==> src/rtl/multicycle_control.sv <==
// ============================================================================
// Module   : multicycle_control
// Purpose  : Five-state multicycle CPU controller (FETCH/DECODE/EXEC/MEM/WB).
//            Every output is a register, loaded from the next-state value so
//            that each output is valid for the whole cycle spent in a state.
// Revision : 1.0 - initial release
// ============================================================================
`default_nettype none

module multicycle_control #(
  parameter int DATA_WIDTH     = 16,
  parameter int ALU_OP_WIDTH   = 3,
  parameter int REG_ADDR_WIDTH = 4
) (
  input  logic                      clk,
  input  logic                      rst,
  input  logic [DATA_WIDTH-1:0]     instr,
  input  logic                      instr_valid,
  input  logic                      mem_ready,
  input  logic                      alu_zero,
  input  logic                      alu_neg,
  output logic [DATA_WIDTH-1:0]     pc,
  output logic                      instr_req,
  output logic [ALU_OP_WIDTH-1:0]   alu_operator,
  output logic [REG_ADDR_WIDTH-1:0] reg_file_addr_a,
  output logic [REG_ADDR_WIDTH-1:0] reg_file_addr_b,
  output logic [REG_ADDR_WIDTH-1:0] reg_file_addr_c,
  output logic                      reg_we,
  output logic                      im_en,
  output logic [DATA_WIDTH-1:0]     imm,
  output logic                      mem_req,
  output logic                      mem_we_n
);

  typedef enum logic [2:0] {
    FETCH  = 3'd0,
    DECODE = 3'd1,
    EXEC   = 3'd2,
    MEM    = 3'd3,
    WB     = 3'd4
  } state_t;

  localparam logic [3:0] OP_ADD  = 4'h0;
  localparam logic [3:0] OP_ADDI = 4'h1;
  localparam logic [3:0] OP_SUB  = 4'h2;
  localparam logic [3:0] OP_SUBI = 4'h3;
  localparam logic [3:0] OP_MULT = 4'h4;
  localparam logic [3:0] OP_SW   = 4'h5;
  localparam logic [3:0] OP_LW   = 4'h6;
  localparam logic [3:0] OP_MOVI = 4'h7;
  localparam logic [3:0] OP_NAND = 4'h8;
  localparam logic [3:0] OP_DIV  = 4'h9;
  localparam logic [3:0] OP_MOD  = 4'hA;
  localparam logic [3:0] OP_ROTL = 4'hB;
  localparam logic [3:0] OP_BLE  = 4'hC;
  localparam logic [3:0] OP_BGE  = 4'hD;
  localparam logic [3:0] OP_BEQ  = 4'hE;
  localparam logic [3:0] OP_J    = 4'hF;

  state_t state, next_state;

  // Latched instruction; only the low 16 bits carry fields.
  logic [15:0] ir;
  logic [3:0]  opcode;
  logic [3:0]  in_opcode;

  assign opcode    = ir[15:12];
  assign in_opcode = instr[15:12];

  // Decode of the incoming instruction, loaded into the outputs on accept
  logic [ALU_OP_WIDTH-1:0]   dec_op;
  logic                      dec_im;
  logic [REG_ADDR_WIDTH-1:0] dec_c;

  // Next-state and pc update
  logic [DATA_WIDTH-1:0] pc_next;
  logic [DATA_WIDTH-1:0] pc_inc;
  logic [DATA_WIDTH-1:0] br_off;
  logic [DATA_WIDTH-1:0] jmp_tgt;
  logic                  br_taken;

  assign pc_inc  = pc + {{(DATA_WIDTH-1){1'b0}}, 1'b1};
  assign br_off  = {{(DATA_WIDTH-4){ir[3]}}, ir[3:0]};
  assign jmp_tgt = {{(DATA_WIDTH-12){1'b0}}, ir[11:0]};

  // Opcode decode of the instruction presented in FETCH
  always_comb begin
    dec_op = '1;
    dec_im = 1'b0;
    case (in_opcode)
      OP_ADD:  dec_op = ALU_OP_WIDTH'(0);
      OP_ADDI: begin dec_op = ALU_OP_WIDTH'(0); dec_im = 1'b1; end
      OP_SW:   begin dec_op = ALU_OP_WIDTH'(0); dec_im = 1'b1; end
      OP_LW:   begin dec_op = ALU_OP_WIDTH'(0); dec_im = 1'b1; end
      OP_SUB:  dec_op = ALU_OP_WIDTH'(1);
      OP_SUBI: begin dec_op = ALU_OP_WIDTH'(1); dec_im = 1'b1; end
      OP_BLE:  dec_op = ALU_OP_WIDTH'(1);
      OP_BGE:  dec_op = ALU_OP_WIDTH'(1);
      OP_BEQ:  dec_op = ALU_OP_WIDTH'(1);
      OP_MULT: dec_op = ALU_OP_WIDTH'(2);
      OP_NAND: dec_op = ALU_OP_WIDTH'(3);
      OP_DIV:  dec_op = ALU_OP_WIDTH'(4);
      OP_MOD:  dec_op = ALU_OP_WIDTH'(5);
      OP_ROTL: dec_op = ALU_OP_WIDTH'(6);
      OP_MOVI: begin dec_op = '1; dec_im = 1'b1; end
      default: dec_op = '1;
    endcase
    // Immediate forms write back to op1; others to op3
    dec_c = dec_im ? REG_ADDR_WIDTH'(instr[11:8]) : REG_ADDR_WIDTH'(instr[3:0]);
  end

  // Branch condition evaluated from the ALU flags during EXEC
  always_comb begin
    br_taken = 1'b0;
    case (opcode)
      OP_BLE:  br_taken = alu_zero | alu_neg;
      OP_BGE:  br_taken = ~alu_neg;
      OP_BEQ:  br_taken = alu_zero;
      default: br_taken = 1'b0;
    endcase
  end

  // Next-state and next-pc selection
  always_comb begin
    next_state = state;
    pc_next    = pc;
    case (state)
      FETCH: begin
        if (instr_valid) next_state = DECODE;
      end
      DECODE: next_state = EXEC;
      EXEC: begin
        case (opcode)
          OP_SW, OP_LW: next_state = MEM;
          OP_BLE, OP_BGE, OP_BEQ: begin
            next_state = FETCH;
            pc_next    = br_taken ? (pc_inc + br_off) : pc_inc;
          end
          OP_J: begin
            next_state = FETCH;
            pc_next    = jmp_tgt;
          end
          default: next_state = WB;
        endcase
      end
      MEM: begin
        if (mem_ready) begin
          if (opcode == OP_SW) begin
            next_state = FETCH;
            pc_next    = pc_inc;
          end else begin
            next_state = WB;
          end
        end
      end
      WB: begin
        next_state = FETCH;
        pc_next    = pc_inc;
      end
      default: next_state = FETCH;
    endcase
  end

  // State register
  always_ff @(posedge clk or posedge rst) begin
    if (rst) state <= FETCH;
    else     state <= next_state;
  end

  // Registered outputs, derived from the state being entered
  always_ff @(posedge clk or posedge rst) begin
    if (rst) begin
      pc              <= '0;
      ir              <= '0;
      instr_req       <= 1'b1;
      alu_operator    <= '1;
      reg_file_addr_a <= '0;
      reg_file_addr_b <= '0;
      reg_file_addr_c <= '0;
      imm             <= '0;
      im_en           <= 1'b0;
      reg_we          <= 1'b0;
      mem_req         <= 1'b0;
      mem_we_n        <= 1'b1;
    end else begin
      pc        <= pc_next;
      instr_req <= (next_state == FETCH);
      reg_we    <= (next_state == WB);
      mem_req   <= (next_state == MEM);
      mem_we_n  <= ~((next_state == MEM) && (opcode == OP_SW));
      if (state == FETCH && instr_valid) begin
        ir              <= instr[15:0];
        alu_operator    <= dec_op;
        im_en           <= dec_im;
        reg_file_addr_a <= REG_ADDR_WIDTH'(instr[11:8]);
        reg_file_addr_b <= REG_ADDR_WIDTH'(instr[7:4]);
        reg_file_addr_c <= dec_c;
        imm             <= {{(DATA_WIDTH-8){instr[7]}}, instr[7:0]};
      end
    end
  end

endmodule

`default_nettype wire

==> config.mk <==
export PLATFORM = sky130hd
export DESIGN_NAME = multicycle_control
export DESIGN_NICKNAME = d
export VERILOG_FILES = /design/src/rtl/multicycle_control.sv
export SDC_FILE = /design/constraint.sdc
export NUM_CORES = 1
export LEC_CHECK = 0
export ABC_CLOCK_PERIOD_IN_PS = 3200
export CAP_MARGIN = 20
export CORE_MARGIN = 2
export CORE_UTILIZATION = 35
export CTS_BUF_LIST = sky130_fd_sc_hd__clkbuf_8
export DETAILED_ROUTE_END_ITERATION = 7
export PLACE_DENSITY_LB_ADDON = 0.25
export SLEW_MARGIN = 40
export SYNTH_ARGS = -nofsm -noshare
export SYNTH_HDL_FRONTEND = slang
export SYNTH_SLANG_ARGS = --single-unit
==> constraint.sdc <==
create_clock -name clk -period 3.2 [get_ports clk]
set_input_delay 0.64 -clock clk [delete_from_list [all_inputs] [get_ports clk]]
set_output_delay 0.64 -clock clk [all_outputs]
set_load 0.05 [all_outputs]
* Word level (Yosys, flattened, before mapping)
Cells that the tools add are included.
** Word-level totals
- Memory bits (read-only) :: 0
- Latch bits :: 0
- Output and inout bits :: 52
- RAM bits :: 0
- Bits in registers :: 63
- Bits of input ports :: 22
- Memories kept :: 0
** Cells by class
- Add/sub/neg operators :: 2
- Multiplexer cells :: 14
- Multipliers :: 0
- Equal/unequal tests :: 29
- Shifts and indexed selects :: 0
- Reductions and logical operators :: 13
- $lt $le $gt $ge :: 0
- Bitwise operators :: 3
- Divide/modulo/power cells :: 0
** Operator list (number)
- 16-bit two-way mux :: 3
- 16-bit one-hot mux with 3 select lines :: 1
- 4-bit equality test, second input constant :: 11
- 16-bit one-hot mux with 2 select lines :: 1
- 4-bit by 3-bit equality test with 1-bit output, second input constant :: 6
- 3-bit one-hot mux with 7 select lines :: 1
- 16-bit by 1-bit adder with 16-bit output, second input constant :: 1
- 16-bit adder :: 1
- 3-bit one-hot mux with 4 select lines :: 1
- 5-bit OR reduction :: 2
- 3-bit by 2-bit equality test with 1-bit output, second input constant :: 3
- 3-bit two-way mux :: 3
- 4-bit by 2-bit equality test with 1-bit output, second input constant :: 2
- 4-bit OR reduction :: 2
- 3-bit equality test, second input constant :: 2
- 3-bit logical NOT :: 2
- 3-bit one-hot mux with 2 select lines :: 1
- 4-bit by 1-bit equality test with 1-bit output, second input constant :: 1
- 4-bit logical NOT :: 1
- 4-bit two-way mux :: 1
- 2-bit inequality test, second input constant :: 2
- 4-bit AND reduction :: 1
- 3-bit by 1-bit equality test with 1-bit output, second input constant :: 1
- 3-bit inequality test, second input constant :: 1
- other kinds (8) :: 10

* Longest topological paths before layout
Gate-level depths: netlist of run 1.
- Depth in word-level cells :: 7
- Depth in mapped cells :: 12
- Depth with buffers taken out :: 11

* Worst setup path after synthesis of run 1
Ideal clock, no wire load.
- Path type :: register -> register
- Start :: register pc[2]
- End :: register pc[14]
- Setup slack :: -0.093 ns
- Cell stages (with the launch flop) :: 13
- Arrival :: 3.142 ns
- Required time :: 3.049 ns
- Cell sequence :: dfrtp_1 -> buf_2 -> nand4_2 -> or2_2 -> nor2_1 -> xor2_1 -> ha_1 -> and2_1 -> and3_1 -> a221oi_1 -> o21ai_0 -> xnor2_1 -> o221ai_1
** Between the ends
- Cells in the longest elaborated chain, start to end :: 5
** Ends and longest elaborated chain
- start: declaration :: line 22 : output logic [DATA_WIDTH-1:0] pc,
- start signal: assignment :: line 186 : pc <= pc_next;
- 16-bit by 1-bit adder with 16-bit output (*) :: line 82 : assign pc_inc = pc + {{(DATA_WIDTH-1){1'b0}}, 1'b1};
- 16-bit adder :: line 137 : pc_next = br_taken ? (pc_inc + br_off) : pc_inc;
- 16-bit two-way mux :: line 137
- 16-bit one-hot mux with 2 select lines :: line 133 : case (opcode)
- 16-bit one-hot mux with 3 select lines (*) :: line 127 : case (state)
Mark *: on every way between the ends. The rest lies on a longest branch, timed or not. The select of a mux whose other input is x is not followed.
A chain may end at the register's enable or synchronous reset.

* Worst setup path in the final report of run 1
Ends and elaborated chain as after synthesis.

==> results of run 1 <==
worst paths after layout:
kind                            startpoint              end  depth (start not counted)  slack (ns)
min                        alu_operator[0]  alu_operator[0]                          2        0.48
max reg2reg                          pc[2]           pc[14]                         11        0.21
min in group asynchronous              rst           pc[11]                          2        0.59
max                                  pc[2]           pc[14]                         11        0.21
max in group asynchronous              rst        instr_req                          3        1.84
min reg2reg                alu_operator[0]  alu_operator[0]                          2        0.48
cells in the final DEF (no fill, tap or decap), drive strengths merged, types with 4 or more instances in the layout:
master,netlist,routed
a211oi,7,7
a21o,10,10
a21oi,24,24
a31oi,4,4
buf,29,11
clkbuf,10,5
clkdlybuf4s50,0,73
dfrtp,42,42
dfstp,5,5
ha,19,19
inv,7,8
mux2i,5,5
nand2,81,81
nand3,10,10
nand4,7,7
nor2,18,18
nor2b,4,4
nor3,5,5
o21ai,27,27
o221ai,6,6
o22ai,6,6
xnor2,16,16
xor2,13,13
final cells by class:
cell class / count / area, sq um
Multi-Input combinational cell: 307 / 2024
Sequential cell: 47 / 1186
Inverter: 7 / 26.28
Tap cell: 133 / 166.4
Clock inverter: 3 / 41.29
Timing Repair Buffer: 84 / 813.3
Fill cell: 955 / 5358
Clock buffer: 5 / 68.82
per-stage QoR:
step / worst slack, ns / util / area [sq um] / hold slack [ns]
2_1_floorplan: 0.0007891 / - / 3475 / 0.4693
3_3_place_gp: 0.1739 / 0.4342 / 4205 / 0.4622
3_5_place_dp: 0.07174 / 0.4342 / 4205 / 0.4650
4_1_cts: 0.04748 / 0.4456 / 4315 / 0.4801
5_1_grt: 0.03522 / 0.4468 / 4327 / 0.5068
6_report: 0.2106 / 0.4468 / 4327 / 0.4762
per-layer routing:
| layer | global-route usage | up-vias | wire, microns |
|---|---|---|---|
| li1 | - | 1503 | - |
| met1 | 0.2362 | 1453 | 4288 |
| met2 | 0.2862 | 108 | 4211 |
| met3 | 0.03272 | 20 | 535 |
| met4 | 0.06660 | 0 | 193 |
| met5 | 0 | - | 0 |
registers in the layout, indices dropped and copies added (netlist names), 3 cells and up:
name	count
alu_operator	3
imm	4
ir	6
pc	16
reg_file_addr_a	3
reg_file_addr_b	3
reg_file_addr_c	4
state	3
cells by family after synthesis:
group,after synthesis,share of synthesized area
adder cells (fa/ha/maj),20,0.07421
XOR/XNOR,29,0.07529
flip-flops,47,0.3404
AO/OA/AOI/OAI,108,0.2118
multiplexers,6,0.01765
buffers and inverters,46,0.08105
AND/OR/NAND/NOR,144,0.1996
worst register-to-register path: stages, from the launching register on:
cell	delay [ns]
dfrtp_2	0.38
nand4_2	0.17
or2_2	0.39
nor2_1	0.16
xor2_1	0.26
ha_1	0.32
and2_1	0.20
and3_1	0.19
a221oi_2	0.33
o21ai_0	0.18
xnor2_1	0.17
o221ai_1	0.13
repair_timing:
action	4_1_cts	5_1_grt
endpoints found under the setup margin	0	4
resized for setup	0	4
endpoints found under the hold margin	0	0
==> impl_metrics.yaml, run 1 <==
logic_synthesis:
  synth_top_area_share: 0.3026
  syn_nets: 442
  syn_area_per_cell_sq_um: 8.683
  ys.flop_type: "dfrtp_1"
  synth_enable_flop_cells: 0
  yosys.area.top_type: "dfrtp_1"
  ys_types: 61
  syn_inst: 400
  synthMostInstantiatedCell: "nand2_1"
  synthArstFlopShare: 1.000
  synth-seq-area-share: 0.3404
  synth_area_sq_mm: 0.003473
  synthTopCellsByCount: "nand2_1 (81), dfrtp_1 (42), buf_4 (26)"
  netlist_top_cells_area: "dfrtp_1 (30%), nand2_1 (8.8%), ha_1 (6.8%), buf_4 (5.6%), dfstp_2 (3.8%)"
  synth-seq-cells: 47
  yosys_warnings: 0
floorplan:
  die_h_microns: 103.6
  io_pins: 74
  die_area_sq_mm: 0.01074
  start_util: 0.3587
  core_area_sq_mm: 0.009684
  rows: 36
  fp.dieW_microns: 103.6
sta:
  max_freq_ghz: 0.3345
  drv_slew: 0
  slew_headroom: 0.4960
  finalHoldViolations: 0
  fin_skew_ns: 0.01139
  setup_tns_ns: 0
  max_slew.worst_pin.slew_ns: 0.7560
  setup_violations: 0
  rsz0062_at_grt: "false"
  fin_crit_sh: 0.9342
  min_period_ns: 2.989
placed_design:
  place.port_buffers: 73
  hpwl_microns: 7114
  place_inst: 578
  gp_congestion: 0.8897
worst_setup_path:
  endpoint_kind: "register"
  startpoint_type: "register"
  cp.buffers_inverters: 0
  crit_family: "simple AND/OR/NAND/NOR gates"
  crit_fanout: 4
  cpPeakStageDelay_ns: 0.39
  crit_chain: "nand4_2 > or2_2 > nor2_1 > xor2_1 > ha_1 > and2_1 > and3_1 > a221oi_2 > o21ai_0 > xnor2_1 > o221ai_1"
  critPathSlowestCell: "or2_2"
  crit_required_ns: 3.39
  crit_type: "reg -> reg"
  critPathArrivalTime_ns: 3.18
drt:
  vias: 3084
  routed_via_density: 5.263
  first_pass_iters: 4
  wl_microns: 9228
  drc: 0
  detail-route-antenna-nets: 0
  wl_per_cell_microns: 15.75
  drt_iter0_markers: 146
global_route:
  grt_usage: 0.1771
  grt_pass1_wl_microns: 15630
  grt_max_degree: 34
  antenna_found_initial: 0
  grt_pass1_vias: 3058
  grt_remaining_overflow: 0
clocking:
  cts.hold.buffers_added: 0
  cts_setup_buffers: 0
  cts.sinks: 47
  cts_tree: "done"
  root_buffer: "clkbuf_8"
  h-tree-depth: 2
  clock_latency_ns: 0.31
  cts_made_buffers: 5
  clk_pin_slew_ns: 0.10
  cts.path.max_buffers: 2
layout:
  syn_to_final_growth_pct: 24.57
  drive_above_1_share: 0.09492
  layout.nets: 494
  antenna_cells: 0
  layout.cells.non_filler: 586
run_status:
  status: "complete, no violations"
hold_path:
  hp-class: "reg -> reg"
flow_run:
  drv_cap: 0
Power of run 1 is left out: the tool's default activity adds up to more than one toggle a clock period on the data nets, which glitch-free logic cannot reach.
==> inputs of run 2 (changes only) <==
--- a/config.mk
+++ b/config.mk
@@ -6,7 +6,6 @@
 export NUM_CORES = 1
 export LEC_CHECK = 0
 export ABC_CLOCK_PERIOD_IN_PS = 3200
-export CAP_MARGIN = 20
 export CORE_MARGIN = 2
 export CORE_UTILIZATION = 35
 export CTS_BUF_LIST = sky130_fd_sc_hd__clkbuf_8
==> results of run 2 <==
Same layout as run 1: the final DEF is identical, and so are final timing and power.
Power of run 2 is left out for the same reason.
==> inputs of run 3 (changes only) <==
--- a/config.mk
+++ b/config.mk
@@ -6,7 +6,6 @@
 export NUM_CORES = 1
 export LEC_CHECK = 0
 export ABC_CLOCK_PERIOD_IN_PS = 3200
-export CORE_MARGIN = 2
 export CORE_UTILIZATION = 35
 export CTS_BUF_LIST = sky130_fd_sc_hd__clkbuf_8
 export DETAILED_ROUTE_END_ITERATION = 7
==> impl_metrics.yaml, run 3 (synthesis results as in run 1) <==
worst_setup_path:
  crit_type: "reg -> reg"
  critPathArrivalTime_ns: 3.10
  rr_worst_depth: 11
  crit_required_ns: 3.37
  cp.buffers_inverters: 0
  reg2reg_slack_ns: 0.27
  r2r_end: "pc[12]"
  crit_fanout: 4
  critPathSlowestCell: "dfrtp_1"
  endpoint_kind: "register"
  crit_family: "simple AND/OR/NAND/NOR gates"
  startpoint_type: "register"
  cpPeakStageDelay_ns: 0.37
  reg2reg_from: "pc[3]"
  crit_chain: "nand4_2 > or2_2 > nor2_1 > xor2_1 > ha_1 > and2_1 > and3_1 > a221oi_2 > o21ai_0 > xnor2_1 > o221ai_1"
global_route:
  grt_pass1_wl_microns: 14780
  antenna_found_initial: 0
  grt_max_degree: 32
  grt_remaining_overflow: 0
  grt_usage: 0.1858
  grt_pass1_vias: 2966
sta:
  fin_skew_ns: 0.007550
  rsz0062_at_grt: "false"
  setup_violations: 0
  fin_crit_sh: 0.9155
  max_slew.worst_pin.slew_ns: 0.6458
  setup_tns_ns: 0
  finalHoldViolations: 0
  min_period_ns: 2.930
  slew_headroom: 0.5695
  max_freq_ghz: 0.3413
  drv_slew: 0
drt:
  detail-route-antenna-nets: 0
  dr_wl_met3_microns: 475
  drc: 0
  wl_microns: 9237
  vias: 3057
  first_pass_iters: 4
  wl_per_cell_microns: 15.79
  highest_layer: "met4"
  drt_iter0_markers: 186
  routed_via_density: 5.226
  wl_met1_microns: 4466
  met2WireLength_microns: 4184
layout:
  largest_reg_flops: 16
  syn_to_final_growth_pct: 25.32
  drive_above_1_share: 0.09868
  antenna_cells: 0
  seq_area_sq_mm: 0.001184
  layout.nets: 497
  layout_common_cells: "nand2_1 (81), clkdlybuf4s50_1 (73), dfrtp_1 (41)"
  final_common_cell: "nand2_1"
  multi_input_area_sq_mm: 0.002024
  fill_cells: 935
  regMostFlops: "pc"
  largestRegisters: "pc x16, ir x6"
hold_path:
  worstHoldStart: "alu_operator[0]"
  hold_path_depth: 2
  hold_end: "alu_operator[0]"
  hp-class: "reg -> reg"
floorplan:
  io_pins: 74
  rows: 35
  die_area_sq_mm: 0.01033
  core_area_sq_mm: 0.009415
  fp.dieW_microns: 101.6
  start_util: 0.3689
  die_h_microns: 101.6
clocking:
  root_buffer: "clkbuf_8"
  clk_pin_slew_ns: 0.10
  cts_made_buffers: 5
  cts_setup_buffers: 0
  post_cts_resized: 0
  cts.path.max_buffers: 2
  h-tree-depth: 2
  cts.sinks: 47
  cts_tree: "done"
  cts.hold.buffers_added: 0
  clock_latency_ns: 0.31
placed_design:
  hpwl_microns: 6920
  place.port_buffers: 73
  gp_congestion: 0.8974
flow_run:
  drv_cap: 0
run_status:
  status: "complete, no violations"
[run 3: per-layer routing]
metal  track usage  vias to the layer above
li1              -                     1516
met5             0                        -
met1        0.2545                     1443
met3       0.03175                        9
met4       0.05797                        0
met2        0.2983                       89
[run 3: worst max path at each step]
stage | to | slack [ns] | cells after the start | start
6_report | pc[12] | 0.27 | 11 | pc[3]
2_1_floorplan | pc[14] | 0.0008 | 11 | pc[6]
4_1_cts | pc[12] | 0.17 | 11 | pc[3]
5_1_grt | pc[12] | 0.07 | 11 | pc[0]
3_3_place_gp | pc[12] | 0.25 | 11 | pc[3]
3_5_place_dp | pc[12] | 0.19 | 11 | pc[3]
[run 3: final cells by class]
cell class | instances | area share
Clock buffer | 6 | 0.01897
Clock inverter | 2 | 0.008911
Inverter | 7 | 0.006036
Multi-Input combinational cell | 307 | 0.4651
Sequential cell | 47 | 0.2719
Tap cell | 129 | 0.03708
Timing Repair Buffer | 87 | 0.1920
[run 3: tightest hold or removal path, cell delays in order, from the launching register on]
cell and delay [ns]:
dfstp_2 0.38, nand2_1 0.05, o31ai_1 0.06
[run 3: metrics by stage]
step,instances,area (sq um),worst slack (ns),util,hold slack (ns)
after floorplan,400,3475,0.0007891,-,0.4693
after global placement,577,4223,0.2508,0.4485,0.4609
after detailed placement,577,4223,0.1942,0.4485,0.4689
after CTS,585,4344,0.1671,0.4614,0.4869
after global routing,585,4353,0.07465,0.4623,0.5059
final,585,4353,0.2703,0.4623,0.4817
Power of run 3 is left out for the same reason.
